File: config.mk
export PLATFORM = sky130hd
export DESIGN_NAME = miriscv_data_arb_flat
export DESIGN_NICKNAME = d
export VERILOG_FILES = /design/src/rtl/miriscv_pkg.sv /design/src/rtl/miriscv_data_arb_if.sv /design/src/rtl/miriscv_arb_prio.sv /design/src/rtl/miriscv_data_arb.sv /design/src/flat_wrapper.sv
export SDC_FILE = /design/constraint.sdc
export NUM_CORES = 1
export LEC_CHECK = 0
export ABC_CLOCK_PERIOD_IN_PS = 1700
export BUFFER_PORTS_ARGS = -buffer_cell sky130_fd_sc_hd__buf_2
export CAP_MARGIN = 10
export CORE_AREA = 2 2 122 124
export DETAILED_ROUTE_END_ITERATION = 10
export DIE_AREA = 0 0 124 126
export HOLD_SLACK_MARGIN = 0.15
export PLACE_DENSITY = 0.63
export SYNTH_ARGS = -nofsm -noshare
export SYNTH_HDL_FRONTEND = slang
export SYNTH_SLANG_ARGS = --single-unit
export TNS_END_PERCENT = 10
File: constraint.sdc
create_clock -name clk_i -period 1.7 [get_ports clk_i]
set_clock_uncertainty 0.1 [all_clocks]
set_input_delay 0.255 -clock clk_i [delete_from_list [all_inputs] [get_ports clk_i]]
set_output_delay 0.255 -clock clk_i [all_outputs]
set_load 0.01 [all_outputs]
File: src/rtl/miriscv_pkg.sv
// Shared types and constants for the miriscv data-port arbiter.
package miriscv_pkg;

  localparam int DATA_W      = 32;
  localparam int BE_W        = 4;
  localparam int MASTER_CORE = 0;
  localparam int MASTER_EXT  = 1;

  typedef enum logic {
    PRIO0 = 1'b0,
    PRIO1 = 1'b1
  } arb_state_e;

endpackage

File: src/rtl/miriscv_data_arb_if.sv
// Bus bundle for both requesting masters and the shared RAM data port.
interface miriscv_data_arb_if;
  import miriscv_pkg::*;

  logic              m0_req_i;
  logic              m0_we_i;
  logic [BE_W-1:0]   m0_be_i;
  logic [DATA_W-1:0] m0_addr_i;
  logic [DATA_W-1:0] m0_wdata_i;
  logic              m0_gnt_o;
  logic              m0_rvalid_o;
  logic [DATA_W-1:0] m0_rdata_o;
  logic              m0_err_o;

  logic              m1_req_i;
  logic              m1_we_i;
  logic [BE_W-1:0]   m1_be_i;
  logic [DATA_W-1:0] m1_addr_i;
  logic [DATA_W-1:0] m1_wdata_i;
  logic              m1_gnt_o;
  logic              m1_rvalid_o;
  logic [DATA_W-1:0] m1_rdata_o;
  logic              m1_err_o;

  logic              ram_req_o;
  logic              ram_we_o;
  logic [BE_W-1:0]   ram_be_o;
  logic [DATA_W-1:0] ram_addr_o;
  logic [DATA_W-1:0] ram_wdata_o;
  logic [DATA_W-1:0] ram_rdata_i;

  modport slave (
    input  m0_req_i, m0_we_i, m0_be_i, m0_addr_i, m0_wdata_i,
    output m0_gnt_o, m0_rvalid_o, m0_rdata_o, m0_err_o,
    input  m1_req_i, m1_we_i, m1_be_i, m1_addr_i, m1_wdata_i,
    output m1_gnt_o, m1_rvalid_o, m1_rdata_o, m1_err_o,
    output ram_req_o, ram_we_o, ram_be_o, ram_addr_o, ram_wdata_o,
    input  ram_rdata_i
  );

  modport master (
    output m0_req_i, m0_we_i, m0_be_i, m0_addr_i, m0_wdata_i,
    input  m0_gnt_o, m0_rvalid_o, m0_rdata_o, m0_err_o,
    output m1_req_i, m1_we_i, m1_be_i, m1_addr_i, m1_wdata_i,
    input  m1_gnt_o, m1_rvalid_o, m1_rdata_o, m1_err_o,
    input  ram_req_o, ram_we_o, ram_be_o, ram_addr_o, ram_wdata_o,
    output ram_rdata_i
  );

endinterface

File: src/rtl/miriscv_arb_prio.sv
// Two-master grant FSM. MIRISCV_DATA_ARB_RR_EN selects round-robin; otherwise
// fixed priority to master 0 with a starvation override for master 1.
module miriscv_arb_prio
  import miriscv_pkg::*;
#(
  parameter int STARVE_MAX = 8
) (
  input  logic       clk_i,
  input  logic       rst_n_i,
  input  logic [1:0] req_i,
  output logic [1:0] gnt_o
);

  arb_state_e state_q, state_d;
  logic       ext_wins;

  // Contention resolves to whichever master the FSM currently favours.
  assign ext_wins           = (state_q == PRIO1);
  assign gnt_o[MASTER_CORE] = rst_n_i & req_i[MASTER_CORE] & (~req_i[MASTER_EXT] | ~ext_wins);
  assign gnt_o[MASTER_EXT]  = rst_n_i & req_i[MASTER_EXT] & (~req_i[MASTER_CORE] | ext_wins);

  always_ff @(posedge clk_i or negedge rst_n_i) begin
    if (!rst_n_i) state_q <= PRIO0;
    else          state_q <= state_d;
  end

`ifdef MIRISCV_DATA_ARB_RR_EN
  always_comb begin
    state_d = state_q;
    if (state_q == PRIO0 && gnt_o[MASTER_CORE])     state_d = PRIO1;
    else if (state_q == PRIO1 && gnt_o[MASTER_EXT]) state_d = PRIO0;
  end
`else
  logic [7:0] starve_q, starve_d;

  always_comb begin
    starve_d = starve_q;
    if (!req_i[MASTER_EXT] || gnt_o[MASTER_EXT]) starve_d = '0;
    else if (starve_q != 8'(STARVE_MAX))         starve_d = starve_q + 8'd1;
  end

  // Hand priority over as soon as the counter reaches the limit, so the
  // very next conflict goes to master 1.
  always_comb begin
    state_d = state_q;
    if (state_q == PRIO0 && starve_d == 8'(STARVE_MAX)) state_d = PRIO1;
    else if (state_q == PRIO1 && gnt_o[MASTER_EXT])     state_d = PRIO0;
  end

  always_ff @(posedge clk_i or negedge rst_n_i) begin
    if (!rst_n_i) starve_q <= '0;
    else          starve_q <= starve_d;
  end
`endif

endmodule

File: src/rtl/miriscv_data_arb.sv
// Shares the miriscv_ram data port between two masters; decodes the RAM window
// and returns a registered response. Mode macro: MIRISCV_DATA_ARB_RR_EN.
module miriscv_data_arb
  import miriscv_pkg::*;
#(
  parameter int RAM_SIZE   = 256,
  parameter int STARVE_MAX = 8
) (
  input logic clk_i,
  input logic rst_n_i,
  miriscv_data_arb_if.slave bus
);

  localparam logic [DATA_W-1:0] RAM_LIMIT = DATA_W'(RAM_SIZE);

  logic [1:0]        req, gnt;
  logic              any_gnt, in_range;
  logic              sel_we;
  logic [BE_W-1:0]   sel_be;
  logic [DATA_W-1:0] sel_addr, sel_wdata;

  logic [1:0]        vld_p1;
  logic              err_p1;
  logic [DATA_W-1:0] rdata_p1;

  assign req = {bus.m1_req_i, bus.m0_req_i};

  miriscv_arb_prio #(
    .STARVE_MAX (STARVE_MAX)
  ) u_prio (
    .clk_i   (clk_i),
    .rst_n_i (rst_n_i),
    .req_i   (req),
    .gnt_o   (gnt)
  );

  assign any_gnt = |gnt;

  // Master 0 drives the RAM mux whenever master 1 is not the winner.
  always_comb begin
    sel_we    = bus.m0_we_i;
    sel_be    = bus.m0_be_i;
    sel_addr  = bus.m0_addr_i;
    sel_wdata = bus.m0_wdata_i;
    if (gnt[MASTER_EXT]) begin
      sel_we    = bus.m1_we_i;
      sel_be    = bus.m1_be_i;
      sel_addr  = bus.m1_addr_i;
      sel_wdata = bus.m1_wdata_i;
    end
  end

  assign in_range = (sel_addr < RAM_LIMIT);

  assign bus.ram_req_o   = any_gnt & in_range;
  assign bus.ram_we_o    = rst_n_i & sel_we;
  assign bus.ram_be_o    = rst_n_i ? sel_be    : '0;
  assign bus.ram_addr_o  = rst_n_i ? sel_addr  : '0;
  assign bus.ram_wdata_o = rst_n_i ? sel_wdata : '0;

  // p0 -> p1: capture the grant cycle's outcome as the response.
  always_ff @(posedge clk_i or negedge rst_n_i) begin
    if (!rst_n_i) begin
      vld_p1   <= '0;
      err_p1   <= 1'b0;
      rdata_p1 <= '0;
    end else begin
      vld_p1   <= gnt;
      err_p1   <= any_gnt & ~in_range;
      rdata_p1 <= (any_gnt && in_range && !sel_we) ? bus.ram_rdata_i : '0;
    end
  end

  assign bus.m0_gnt_o    = gnt[MASTER_CORE];
  assign bus.m0_rvalid_o = vld_p1[MASTER_CORE];
  assign bus.m0_err_o    = vld_p1[MASTER_CORE] & err_p1;
  assign bus.m0_rdata_o  = vld_p1[MASTER_CORE] ? rdata_p1 : '0;

  assign bus.m1_gnt_o    = gnt[MASTER_EXT];
  assign bus.m1_rvalid_o = vld_p1[MASTER_EXT];
  assign bus.m1_err_o    = vld_p1[MASTER_EXT] & err_p1;
  assign bus.m1_rdata_o  = vld_p1[MASTER_EXT] ? rdata_p1 : '0;

endmodule

File: src/flat_wrapper.sv
// flat-port wrapper written by rule: the top's interface ports become plain ports
module miriscv_data_arb_flat import miriscv_pkg::*;
#(
  parameter int RAM_SIZE   = 256,
  parameter int STARVE_MAX = 8
)
  (clk_i, rst_n_i, bus_m0_req_i, bus_m0_we_i, bus_m0_be_i, bus_m0_addr_i, bus_m0_wdata_i, bus_m0_gnt_o, bus_m0_rvalid_o, bus_m0_rdata_o, bus_m0_err_o, bus_m1_req_i, bus_m1_we_i, bus_m1_be_i, bus_m1_addr_i, bus_m1_wdata_i, bus_m1_gnt_o, bus_m1_rvalid_o, bus_m1_rdata_o, bus_m1_err_o, bus_ram_req_o, bus_ram_we_o, bus_ram_be_o, bus_ram_addr_o, bus_ram_wdata_o, bus_ram_rdata_i);
  miriscv_data_arb_if bus_i ();
  input logic clk_i;
  input logic rst_n_i;
  input wire logic [$bits(bus_i.m0_req_i)-1:0] bus_m0_req_i;
  input wire logic [$bits(bus_i.m0_we_i)-1:0] bus_m0_we_i;
  input wire logic [$bits(bus_i.m0_be_i)-1:0] bus_m0_be_i;
  input wire logic [$bits(bus_i.m0_addr_i)-1:0] bus_m0_addr_i;
  input wire logic [$bits(bus_i.m0_wdata_i)-1:0] bus_m0_wdata_i;
  output wire logic [$bits(bus_i.m0_gnt_o)-1:0] bus_m0_gnt_o;
  output wire logic [$bits(bus_i.m0_rvalid_o)-1:0] bus_m0_rvalid_o;
  output wire logic [$bits(bus_i.m0_rdata_o)-1:0] bus_m0_rdata_o;
  output wire logic [$bits(bus_i.m0_err_o)-1:0] bus_m0_err_o;
  input wire logic [$bits(bus_i.m1_req_i)-1:0] bus_m1_req_i;
  input wire logic [$bits(bus_i.m1_we_i)-1:0] bus_m1_we_i;
  input wire logic [$bits(bus_i.m1_be_i)-1:0] bus_m1_be_i;
  input wire logic [$bits(bus_i.m1_addr_i)-1:0] bus_m1_addr_i;
  input wire logic [$bits(bus_i.m1_wdata_i)-1:0] bus_m1_wdata_i;
  output wire logic [$bits(bus_i.m1_gnt_o)-1:0] bus_m1_gnt_o;
  output wire logic [$bits(bus_i.m1_rvalid_o)-1:0] bus_m1_rvalid_o;
  output wire logic [$bits(bus_i.m1_rdata_o)-1:0] bus_m1_rdata_o;
  output wire logic [$bits(bus_i.m1_err_o)-1:0] bus_m1_err_o;
  output wire logic [$bits(bus_i.ram_req_o)-1:0] bus_ram_req_o;
  output wire logic [$bits(bus_i.ram_we_o)-1:0] bus_ram_we_o;
  output wire logic [$bits(bus_i.ram_be_o)-1:0] bus_ram_be_o;
  output wire logic [$bits(bus_i.ram_addr_o)-1:0] bus_ram_addr_o;
  output wire logic [$bits(bus_i.ram_wdata_o)-1:0] bus_ram_wdata_o;
  input wire logic [$bits(bus_i.ram_rdata_i)-1:0] bus_ram_rdata_i;
  assign bus_i.m0_req_i = bus_m0_req_i;
  assign bus_i.m0_we_i = bus_m0_we_i;
  assign bus_i.m0_be_i = bus_m0_be_i;
  assign bus_i.m0_addr_i = bus_m0_addr_i;
  assign bus_i.m0_wdata_i = bus_m0_wdata_i;
  assign bus_m0_gnt_o = bus_i.m0_gnt_o;
  assign bus_m0_rvalid_o = bus_i.m0_rvalid_o;
  assign bus_m0_rdata_o = bus_i.m0_rdata_o;
  assign bus_m0_err_o = bus_i.m0_err_o;
  assign bus_i.m1_req_i = bus_m1_req_i;
  assign bus_i.m1_we_i = bus_m1_we_i;
  assign bus_i.m1_be_i = bus_m1_be_i;
  assign bus_i.m1_addr_i = bus_m1_addr_i;
  assign bus_i.m1_wdata_i = bus_m1_wdata_i;
  assign bus_m1_gnt_o = bus_i.m1_gnt_o;
  assign bus_m1_rvalid_o = bus_i.m1_rvalid_o;
  assign bus_m1_rdata_o = bus_i.m1_rdata_o;
  assign bus_m1_err_o = bus_i.m1_err_o;
  assign bus_ram_req_o = bus_i.ram_req_o;
  assign bus_ram_we_o = bus_i.ram_we_o;
  assign bus_ram_be_o = bus_i.ram_be_o;
  assign bus_ram_addr_o = bus_i.ram_addr_o;
  assign bus_ram_wdata_o = bus_i.ram_wdata_o;
  assign bus_i.ram_rdata_i = bus_ram_rdata_i;
  miriscv_data_arb #(.RAM_SIZE(RAM_SIZE), .STARVE_MAX(STARVE_MAX)) u_core (.clk_i(clk_i), .rst_n_i(rst_n_i), .bus(bus_i));
endmodule
### Word-level counts from Yosys, hierarchy flattened

Index checks and enable logic that the tools add are counted.

| storage, ports and cells | value |
|---|---|
| logic and storage cells | 47 |
| bits in registers | 44 |
| output and inout bits | 140 |
| input port bits | 174 |

| cells by class | value |
|---|---|
| bitwise logic cells | 15 |
| magnitude comparators | 1 |
| eq/ne operators | 2 |
| reduce and logical (&&, ||, !) cells | 9 |
| multiplexer cells | 14 |
| $add $sub $neg | 1 |

Operators by type and width:

| operator | count |
|---|---|
| 32-bit two-way mux | 7 |
| 32-bit by 9-bit less-than comparator with 1-bit output (second input constant) | 1 |
| 8-bit two-way mux | 2 |
| 1-bit bitwise AND | 9 |
| 8-bit by 1-bit adder with 8-bit output (second input constant) | 1 |
| 8-bit by 4-bit equality test with 1-bit output (second input constant) | 1 |
| 4-bit two-way mux | 2 |
| 8-bit by 4-bit != test with 1-bit output (second input constant) | 1 |
| 1-bit logical AND | 4 |
| 1-bit inverter | 4 |
| 1-bit two-way mux | 3 |
| 1-bit logical NOT | 2 |
| 1-bit OR | 2 |
| 2-bit nonzero test | 1 |
| 2-bit OR reduction | 1 |
| 1-bit logical OR | 1 |

### Depth between registers and ports, before layout

Gate-level depths: netlist (run 1).

| logic depth | value |
|---|---|
| depth after elaboration | 8 |
| mapped depth | 7 |
| mapped depth without buffers | 6 |

### Modules after synthesis

A second synthesis (run 1) with hierarchy kept.

| second synthesis, totals | value |
|---|---|
| cells, all modules | 390 |
| area total of the unflattened synthesis | 3557.2 um^2 |

By module, submodules not included:

| module | area an instance (um^2) | seq. area each (um^2) | cells each | instances |
|---|---|---|---|---|
| miriscv_data_arb | 2979.1 | 875.8 | 325 | 1 |
| miriscv_arb_prio | 578.1 | 225.2 | 65 | 1 |

### Worst setup path before layout (run 1)

Ideal clock, no wire load.

| timing | value |
|---|---|
| path type | register to register |
| start point | register u_core.u_prio.starve_q[0] |
| end point | register u_core.u_prio.state_q, in the netlist u_core.u_prio.ext_wins |
| arrival time | 1.510 ns |
| period minus slack after synthesis | 1.731 ns |
| stages on the path, launching flop included | 7 |
| setup time | 0.122 ns |
| slack | -0.031 ns |
| buffers on the path | 0 |
| data required time | 1.478 ns |
| cells stage by stage | dfrtp_1 > inv_1 > ha_1 > nand4b_1 > nand2b_1 > a211o_1 > a32o_1 |

| on the way | value |
|---|---|
| cells in the longest elaborated chain, start to end | 6 |
| elaborated cells between the ends (all ways) | 8 |
| those cells by class | add/sub (1); eq/ne (2); mux (3); reduce/logical (2) |

RTL lines:

| what | RTL line | text |
|---|---|---|
| from (decl) | miriscv_arb_prio.sv:34 | `logic [7:0] starve_q, starve_d;` |
| from (signal assigned) | miriscv_arb_prio.sv:52 | `else starve_q <= starve_d;` |
| 8-bit by 1-bit adder with 8-bit output or 8-bit by 4-bit != test with 1-bit output (tied branches) | miriscv_arb_prio.sv:39 | `else if (starve_q != 8'(STARVE_MAX)) starve_d = starve_q + 8'd1;` |
| 8-bit two-way mux * | miriscv_arb_prio.sv:39 |  |
| 8-bit two-way mux * | miriscv_arb_prio.sv:38 | `if (!req_i[MASTER_EXT] \|\| gnt_o[MASTER_EXT]) starve_d = '0;` |
| 8-bit by 4-bit equality test with 1-bit output * | miriscv_arb_prio.sv:46 | `if (state_q == PRIO0 && starve_d == 8'(STARVE_MAX)) state_d = PRIO1;` |
| 1-bit logical AND * | miriscv_arb_prio.sv:46 |  |
| 1-bit two-way mux or 2-bit nonzero test (tied branches) | - |  |
| to (signal assigned) | miriscv_arb_prio.sv:24 | `else state_q <= state_d;` |
| to (decl) | miriscv_arb_prio.sv:14 | `arb_state_e state_q, state_d;` |

Every way passes the cells marked *; elsewhere a longest branch is shown, timed or not.
A chain may end at the register's enable or synchronous reset.

### Worst setup path after layout (run 1)

| timing | value |
|---|---|
| start point | register u_core.u_prio.state_q, in the netlist u_core.u_prio.ext_wins |
| end point | output bus_ram_addr_o[28] |

| on the way | value |
|---|---|
| cells in the longest elaborated chain, start to end | 4 |

RTL lines:

| what | RTL line | text |
|---|---|---|
| 1-bit OR | miriscv_arb_prio.sv:20 | `assign gnt_o[MASTER_EXT] = rst_n_i & req_i[MASTER_EXT] & (~req_i[MASTER_CORE] \| ext_wins);` |
| 1-bit bitwise AND | miriscv_arb_prio.sv:20 |  |
| 32-bit two-way mux | miriscv_data_arb.sv:45 | `if (gnt[MASTER_EXT]) begin` |
| 32-bit two-way mux | miriscv_data_arb.sv:58 | `assign bus.ram_addr_o = rst_n_i ? sel_addr : '0;` |
| to (decl) | flat_wrapper.sv:32 | `output wire logic [$bits(bus_i.ram_addr_o)-1:0] bus_ram_addr_o;` |

No other way between the ends.

==> metrics list, run 1 <==
- Outcome: finished, violations left
- The checks that failed: negative setup slack.
- Required time of the critical path: 1.34 ns
* Effective utilization at floorplan: 22.57%
* Pin count of the biggest net entering global routing: 35
- For this design the ratio of total power to cell area is 493.5 nW/um2.
- In this run the number of H-tree levels came out at 2.
- # diodes: 0
- Data arrives at the worst endpoint at 1.67 ns.
- The filler cells instantiated in the layout total 1468.
* Maximum count of clock buffers along a single path: 2
- Area growth from synthesis to layout: 101.8%
* Share of post-route cells with drive strength above 1: 52.36%
- Max-cap violations in this run came to 0.
- Worst rel slew slack: 56.82%
- For the worst flop-to-flop path, the logic depth is 8.
- Final worst-path cycle share: 119.1%
- Setup violations remaining at the end of the flow were counted as 96.
* Most used DFF post-synth: sky130_fd_sc_hd__dfrtp_1
- Along the worst path, the maximum fanout reaches 9.
* Remaining number of nets flagged by the antenna check after routing: 0
* Area share of the largest cell type after synthesis: 34.08%
- The worst hold path belongs to the class input pin to flip-flop.
* Final design instance area without fill: 6520 um2
* Sequential element share of the synthesized area: 34.08%
- Nets in the synthesized netlist: 631
- Clock tree from TritonCTS: yes
- Counting flops with an async set or reset pin after synthesis yields a share of 100.0%.
- Cell type with the highest aggregate area in the netlist: sky130_fd_sc_hd__dfrtp_1
- The library cell used most frequently in the layout, excluding fill and tap cells, is sky130_fd_sc_hd__buf_2.
- Number of failing hold endpoints at the final stage: 0
- Fmax: 493.7 MHz
* Sum of overflow across all layers after global routing: 0
- The die covers 15620 um2.
- Counting the buffers created by CTS gives 5.
* Routability congestion estimate from global placement: 0.8110
- The first routing iteration left 143 violations.
* Setup CP Type: flip-flop to output port
- For this run, the detailed router's first-pass iteration total came to 4.
* Drc violations: 0
- Ratio of routed vias to standard cells: 4.408
- Antenna violations before repair: 1
- The floorplan step set the die width to 124 um.
- In the final routed layout, each cell accounts on average for 15.00 um.
- Row count: 44
- Wire length of the first global-routing pass: 22.40 mm
- Clk slew on worst S/H paths: 0.06 ns
- The synthesized design contains 44 register bits.
- Count of distinct cell types in the synthesized netlist: 38
- The detailed router placed 4633 vias in this run.
- The tree is rooted in a sky130_fd_sc_hd__clkbuf_16.
- Sorting the synthesized cells by area gives the leading types as sky130_fd_sc_hd__dfrtp_1 34%, sky130_fd_sc_hd__nand2_1 16%, sky130_fd_sc_hd__and2_1 13%.
* Number of synthesized flops with an enable pin: 0
- Setup repair after global routing could not meet its margin everywhere.
- Half-perimeter wire length after detailed placement: 12.47 mm
- Post-synthesis cell area: 3231 um2
- Aggregate global-route resource usage: 18.46%
- After layout, the worst setup slack is -0.3254 ns.
- IR analysis of the VDD net gives a maximum drop of 0.0003790 V.
- The clock drives 44 sinks.
- The final layout contains 1042 nets.
- Clock latency on the worst-skew pair, taken at its later pin, is 0.28 ns.
- Number of pins with negative max-slew slack in the final report: 0
- Port buffer count: 313
- Post-synthesis instance total: 455
- Time the worst path needs with I/O delays and setup: 2.025 ns
- Number of global-route vias before repair: 4277
- Synth Warn #: 0
- Post-detailed-routing wire length: 15.76 mm
- In this run the vertical extent of the chip is 126 um.
- STA classifies the critical path endpoint as an output port.
* Highest-count cells in the layout ignoring fill and taps: 298 x sky130_fd_sc_hd__buf_2, 133 x sky130_fd_sc_hd__nand2_1, 66 x sky130_fd_sc_hd__and2_1
* Boundary pin count: 314
- Instance area after placement: 5440 um2
- STA classifies the critical path startpoint as a flip-flop.
* Avg Inst Size Synth: 7.100 um2
- In this run the static leakage power is 3.835 nW.
* Total power consumption of the routed design: 3.217 mW
- Core ar.: 14310 um2
* Cell depth of the worst hold path: 2
- Slew of the pin with the lowest slew margin: 0.6410 ns
## cell families after synthesis
logic type | after synthesis | synth area share (%)
compound gates | 33 | 6.003
mux | 2 | 0.6197
buf+inv | 40 | 5.538
simple gates | 326 | 50.81
xor+xnor | 8 | 2.169
flops | 44 | 34.08
fa+ha+maj | 2 | 0.7745
## worst max-delay path, stage by stage (launching register included)
cell and delay (ns):
sky130_fd_sc_hd__dfrtp_1 0.39, sky130_fd_sc_hd__nand2b_4 0.16, sky130_fd_sc_hd__nand3_4 0.15, sky130_fd_sc_hd__buf_12 0.16, sky130_fd_sc_hd__buf_12 0.12, sky130_fd_sc_hd__nand2_2 0.06, sky130_fd_sc_hd__a21oi_2 0.18, sky130_fd_sc_hd__buf_2 0.16
## report_power, final
part	internal, mW	switching [mW]	leakage, nW
clock network	0.735	0.378	0.0871
registers	1.06	0.00783	0.607
logic	0.542	0.499	3.14
## path summary, 6_finish.rpt
| path | from | to | slack, ns |
|---|---|---|---|
| max | u_core.u_prio.ext_wins | bus_ram_addr_o[28] | -0.33 |
| min | bus_m1_req_i | u_core.vld_p1[0] | 0.16 |
| max reg2reg | u_core.u_prio.ext_wins | u_core.rdata_p1[4] | -0.14 |
| min reg2reg | u_core.u_prio.ext_wins | u_core.vld_p1[0] | 0.51 |
| max in group asynchronous | rst_n_i | u_core.rdata_p1[5] | 0.64 |
| min in group asynchronous | rst_n_i | u_core.u_prio.starve_q[7] | 0.28 |
## cell usage after synthesis (all sizes together), types with 2 or more instances
| cell type | count |
|---|---|
| a21oi | 27 |
| and2 | 66 |
| and3 | 32 |
| and4 | 2 |
| buf | 10 |
| clkbuf | 23 |
| dfrtp | 44 |
| ha | 2 |
| inv | 7 |
| mux2i | 2 |
| nand2 | 140 |
| nand2b | 2 |
| nand3 | 49 |
| nand4 | 2 |
| nor2 | 11 |
| nor3 | 6 |
| nor4 | 13 |
| xnor2 | 5 |
| xor2 | 3 |
## flip-flops by register name, summed over array words and instances (netlist names)
| register | flops |
|---|---|
| u_core.err_p1 | 1 |
| u_core.rdata_p1 | 32 |
| u_core.u_prio.ext_wins | 1 |
| u_core.u_prio.starve_q | 8 |
| u_core.vld_p1 | 2 |
## routing by layer
| metal | track usage (%) | share of wire, % | vias up |
|---|---|---|---|
| met5 | 0 | 0.044 | - |
| met4 | 3.437 | 1.1 | 2 |
| met3 | 2.989 | 7.8 | 15 |
| met2 | 34.10 | 51 | 225 |
| met1 | 22.41 | 40 | 2069 |
| li1 | - | - | 2322 |
## per-stage QoR
step / setup WS [ns] / setup TNS [ns] / hold WS (ns) / cells / utilization [%]
after global routing: -0.4072 / -30.98 / 0.1741 / 1051 / 45.55
after CTS: -0.3318 / -20.49 / 0.1700 / 1040 / 43.80
after floorplan: 0.03187 / 0 / -0.1406 / 455 / -
final: -0.3254 / -21.17 / 0.1635 / 1051 / 45.55
after detailed placement: -0.4934 / -15.67 / -0.01237 / 990 / 38.01
after global placement: -0.4846 / -15.91 / -0.01341 / 990 / 38.01
## area by class of cell
type | count | area [um2] | area share, %
Timing Repair Buffer | 437 | 2905 | 44.56
Inverter | 7 | 33.78 | 0.5181
Multi-Input combinational cell | 371 | 2069 | 31.74
Clock inverter | 2 | 38.79 | 0.5949
Tap cell | 184 | 230.2 | 3.531
Clock buffer | 6 | 138.9 | 2.130
Sequential cell | 44 | 1104 | 16.93
## what timing repair did
item | in CTS | in global routing
endpoints found under the hold margin | 40 | 0
gates resized for setup | 53 | 25
hold buffers | 36 | 0
buffers inserted | 5 | 7
gates cloned | 1 | 5
pin swaps | 51 | 15
setup endpoints to repair | 103 | 106
No activity file was read; power rests on OpenSTA's default activity.
==> run 2: changes to the inputs <==
--- a/config.mk
+++ b/config.mk
@@ -7,5 +7,5 @@
 export LEC_CHECK = 0
 export ABC_CLOCK_PERIOD_IN_PS = 1700
-export BUFFER_PORTS_ARGS = -buffer_cell sky130_fd_sc_hd__buf_2
+export BUFFER_PORTS_ARGS = -buffer_cell sky130_fd_sc_hd__clkbuf_2
 export CAP_MARGIN = 10
 export CORE_AREA = 2 2 122 124
@@ -13,4 +13,5 @@
 export DIE_AREA = 0 0 124 126
 export HOLD_SLACK_MARGIN = 0.15
+export MAX_ROUTING_LAYER = met4
 export PLACE_DENSITY = 0.63
 export SYNTH_ARGS = -nofsm -noshare
==> constraint.sdc (replaced) <==
create_clock -name clk_i -period 1.7 [get_ports clk_i]
set_clock_uncertainty 0.1 [all_clocks]
set_input_delay 0.34 -clock clk_i [delete_from_list [all_inputs] [get_ports clk_i]]
set_output_delay 0.34 -clock clk_i [all_outputs]
set_load 0.01 [all_outputs]
==> run 2 against run 1 <==
  * The run still ends with negative setup slack left
  * Setup slack worse by 0.087 ns
  * Combinational power hardly changed
  * Final cell count is 3.2% lower
  * Power is 0.32% lower
  * Register-to-register slack worse by 0.05 ns
  * Routed wire length is 1.8% higher
  * Count of clock-buffer cells in the layout stayed put
  * Hold slack better by 0.023 ns
  * Non-clock buffer count is 34 lower
  * Largest power group unchanged
  * Die area stayed put
  * Critical path depth stayed put
  * Critical endpoint is now bus_ram_req_o
  * Critical path type is now input pin to output port
  * First-iteration DRC count is 33% higher
==> metrics list, run 2 (synthesized netlist as in run 1, its figures left out) <==
- Outcome: finished, violations left
- The final reports fail on negative setup slack.
* Nature of the critical path startpoint: input pin
- TritonCTS built the clock tree.
- The latest clock arrival within the worst-skew pair is 0.28 ns (about the same).
- Worst min path class: input pin to flip-flop
* Maximum VDD drop: 0.0004524 V (+19%)
- Ratio of routed vias to standard cells: 4.457 (+1.1%)
* Final setup TNS: -29.51 ns (-8.338 ns)
- Count of TritonRoute iterations in the first routing pass: 4 (unchanged)
* Row count: 44 (unchanged)
- The power density normalized to cell area was 502.3 nW/um2 (+1.8%).
- Compared with the post-synthesis result, the final layout area differs by 97.64%.
- The leakage dissipation came to 3.696 nW (-3.6%).
- The clock input transition at the sequential cells of the worst setup and hold paths came to 0.06 ns (about the same).
- The startpoint identified for the worst register-to-register timing path is u_core.u_prio.ext_wins.
* Worst reg2reg path depth: 8 (unchanged)
* Cell depth of the worst hold path: 2 (unchanged)
* Total number of clock tree sinks: 44 (unchanged)
- The achievable frequency is 473.4 MHz (-4.1%).
* Die outline width: 124 um (unchanged)
- Number of flip-flops under the largest register name: 32 (unchanged)
- The overall overflow remaining after global route is 0 (unchanged).
* Endpoints failing setup: 103 (+7.3%)
* Setup repair after global routing missed its margin: yes
- Setup slack on the worst flop-to-flop path: -0.19 ns (-0.05 ns)
- Boundary pin count: 314 (unchanged)
- The worst hold path begins at bus_ram_rdata_i[25].
- The final worst setup slack came to -0.4122 ns (-0.08677 ns).
- CP delay by family, top: simple AND/OR/NAND/NOR gates
- The DRC marker count from the first detailed-route iteration came to 190 (+33%).
* Total vias in the final route: 4533 (-2.2%)
* Count of maximum capacitance violations: 0 (unchanged)
* Post-detailed-routing wire length: 16.05 mm (+1.8%)
- The core footprint was 14310 um2 (unchanged).
- The endpoint identified for the worst register-to-register timing path is u_core.rdata_p1[0].
* Type of element capturing the critical path: output port
- The critical path in this run is classified as input pin to output port.
* Routability congestion estimate from global placement: 0.8684 (+7.1%)
- The number of nets in the final layout was 1008 (-3.3%).
- The library cell used most frequently in the layout, excluding fill and tap cells, is sky130_fd_sc_hd__clkbuf_2.
* Critical path's largest stage delay: 0.33 ns (-0.06 ns)
* Time the worst path needs with I/O delays and setup: 2.112 ns (+0.08677 ns)
- Maximum fanout encountered on the critical timing path: 2 (-7)
* DIE HEIGHT: 126 um (unchanged)
- The ratio of final minimum period to clock period was 124.2% (+5.1 points).
- Traced cell by cell, the critical path runs through clkbuf_2 > nor4_4 > buf_4 > and4_1 > nand4_1 > a21oi_4 > buf_6.
* Port buffer count: 313 (unchanged)
* Worst rel slew slack: 50.30% (-6.5 points)
* Register with the most flip-flops: u_core.rdata_p1
- The arrival time at the worst endpoint came to 1.67 ns (about the same).
* Aggregate global-route resource usage: 19.68% (+1.2 points)
- Remaining number of nets flagged by the antenna check after routing: 0 (unchanged)
* Highest-count cells in the layout ignoring fill and taps: 257 x sky130_fd_sc_hd__clkbuf_2, 120 x sky130_fd_sc_hd__nand2_1, 64 x sky130_fd_sc_hd__and2_1, 64 x sky130_fd_sc_hd__buf_4, 44 x sky130_fd_sc_hd__dfrtp_1
- Drc violations: 0 (unchanged)
* Wire length of the first global-routing pass: 22.74 mm (+1.5%)
- The layout cell share with drive strength beyond 1 came to 56.90% (+4.5 points).
- The die footprint came to 15620 um2 (unchanged).
- Required time of the critical path: 1.26 ns (-0.08 ns)
* H-tree lvl count: 2 (unchanged)
* Root Driver: sky130_fd_sc_hd__clkbuf_16
* Average wire length per cell after detail routing: 15.78 um (+5.2%)
- The worst slack on hold paths was 0.1864 ns (+0.02287 ns).
- The final count of pins violating max slew came to 0 (unchanged).
- Effective utilization at floorplan: 22.57% (unchanged)
* # diodes: 0 (unchanged)
* Final core utilization: 44.61% (-0.94 points)
* Hold path endpoint: u_core.rdata_p1[25]
- Number of failing hold endpoints at the final stage: 0 (unchanged)
* Number of global-route vias before repair: 4154 (-2.9%)
- The number of buffers on the longest clock path was 2 (unchanged).
* Pin count of the biggest net entering global routing: 35 (unchanged)
* Bufs and invs on worst path: 3 (unchanged)
- Antenna violations before repair: 0 (-1)
- Slowest-stage cell, CP: sky130_fd_sc_hd__nor4_4
- In the final layout, the registers with the most flip-flops are u_core.rdata_p1 (32), u_core.u_prio.starve_q (8), u_core.vld_p1 (2).
- Total CTS buffers: 5 (unchanged)
- Slew of the pin with the lowest slew margin: 0.7387 ns (+0.09770 ns)
* Half-perimeter wire length after detailed placement: 13.01 mm (+4.4%)
run 2: per-stage QoR:
stage / setup slack, ns / cell area, um2 / instances / power (mW)
final: -0.4122 / 6385 / 1017 / 3.207
after global routing: -0.4940 / 6385 / 1017 / 3.383
after CTS: -0.4868 / 5964 / 1006 / 3.154
after detailed placement: -0.7338 / 5549 / 993 / 1.961
after global placement: -0.7144 / 5549 / 993 / 1.956
after floorplan: -0.04222 / 3232 / 455 / 1.383
run 2: worst max-delay path by stage:
stage | startpoint | endpoint | slack, ns | depth (start not counted)
2_1_floorplan | u_core.u_prio.ext_wins | bus_ram_we_o | -0.04 | 5
3_3_place_gp | bus_m0_addr_i[30] | bus_ram_req_o | -0.71 | 7
3_5_place_dp | bus_m0_addr_i[30] | bus_ram_req_o | -0.73 | 7
4_1_cts | u_core.u_prio.ext_wins | bus_ram_req_o | -0.49 | 7
5_1_grt | u_core.u_prio.ext_wins | bus_ram_wdata_o[10] | -0.49 | 8
6_report | bus_m1_addr_i[17] | bus_ram_req_o | -0.41 | 7
run 2: timing repair:
action                                  in CTS  in global routing
hold endpoints to repair                     1                  0
pin swaps                                   31                 18
endpoints found under the setup margin     104                110
setup buffers                                3                  7
cloned                                       1                  6
gates resized for setup                     38                116
hold buffers                                 1                  0
run 2: final cells by class:
cell class | count | area, um2
clock buffers | 6 | 138.9
clock inverters | 2 | 38.79
fillers | 1504 | 7929
inverters | 7 | 33.78
multi-input cells | 371 | 2213
flip-flops and latches | 44 | 1101
well taps | 184 | 230.2
repair buffers | 403 | 2629
run 2: report_power, final:
group | total, mW | internal [mW] | switching, mW
clock | 1.12 | 0.735 | 0.384
sequential | 1.07 | 1.06 | 0.0104
combinational | 1.02 | 0.508 | 0.514
run 2: layer usage:
metal  wire length [um]  part of all wire [%]  global-route usage (%)
met5                  0                     0                       -
met4                135                  0.84                   3.635
met3               1349                   8.4                   2.989
met2               8286                    52                   34.71
met1               6274                    39                   23.75
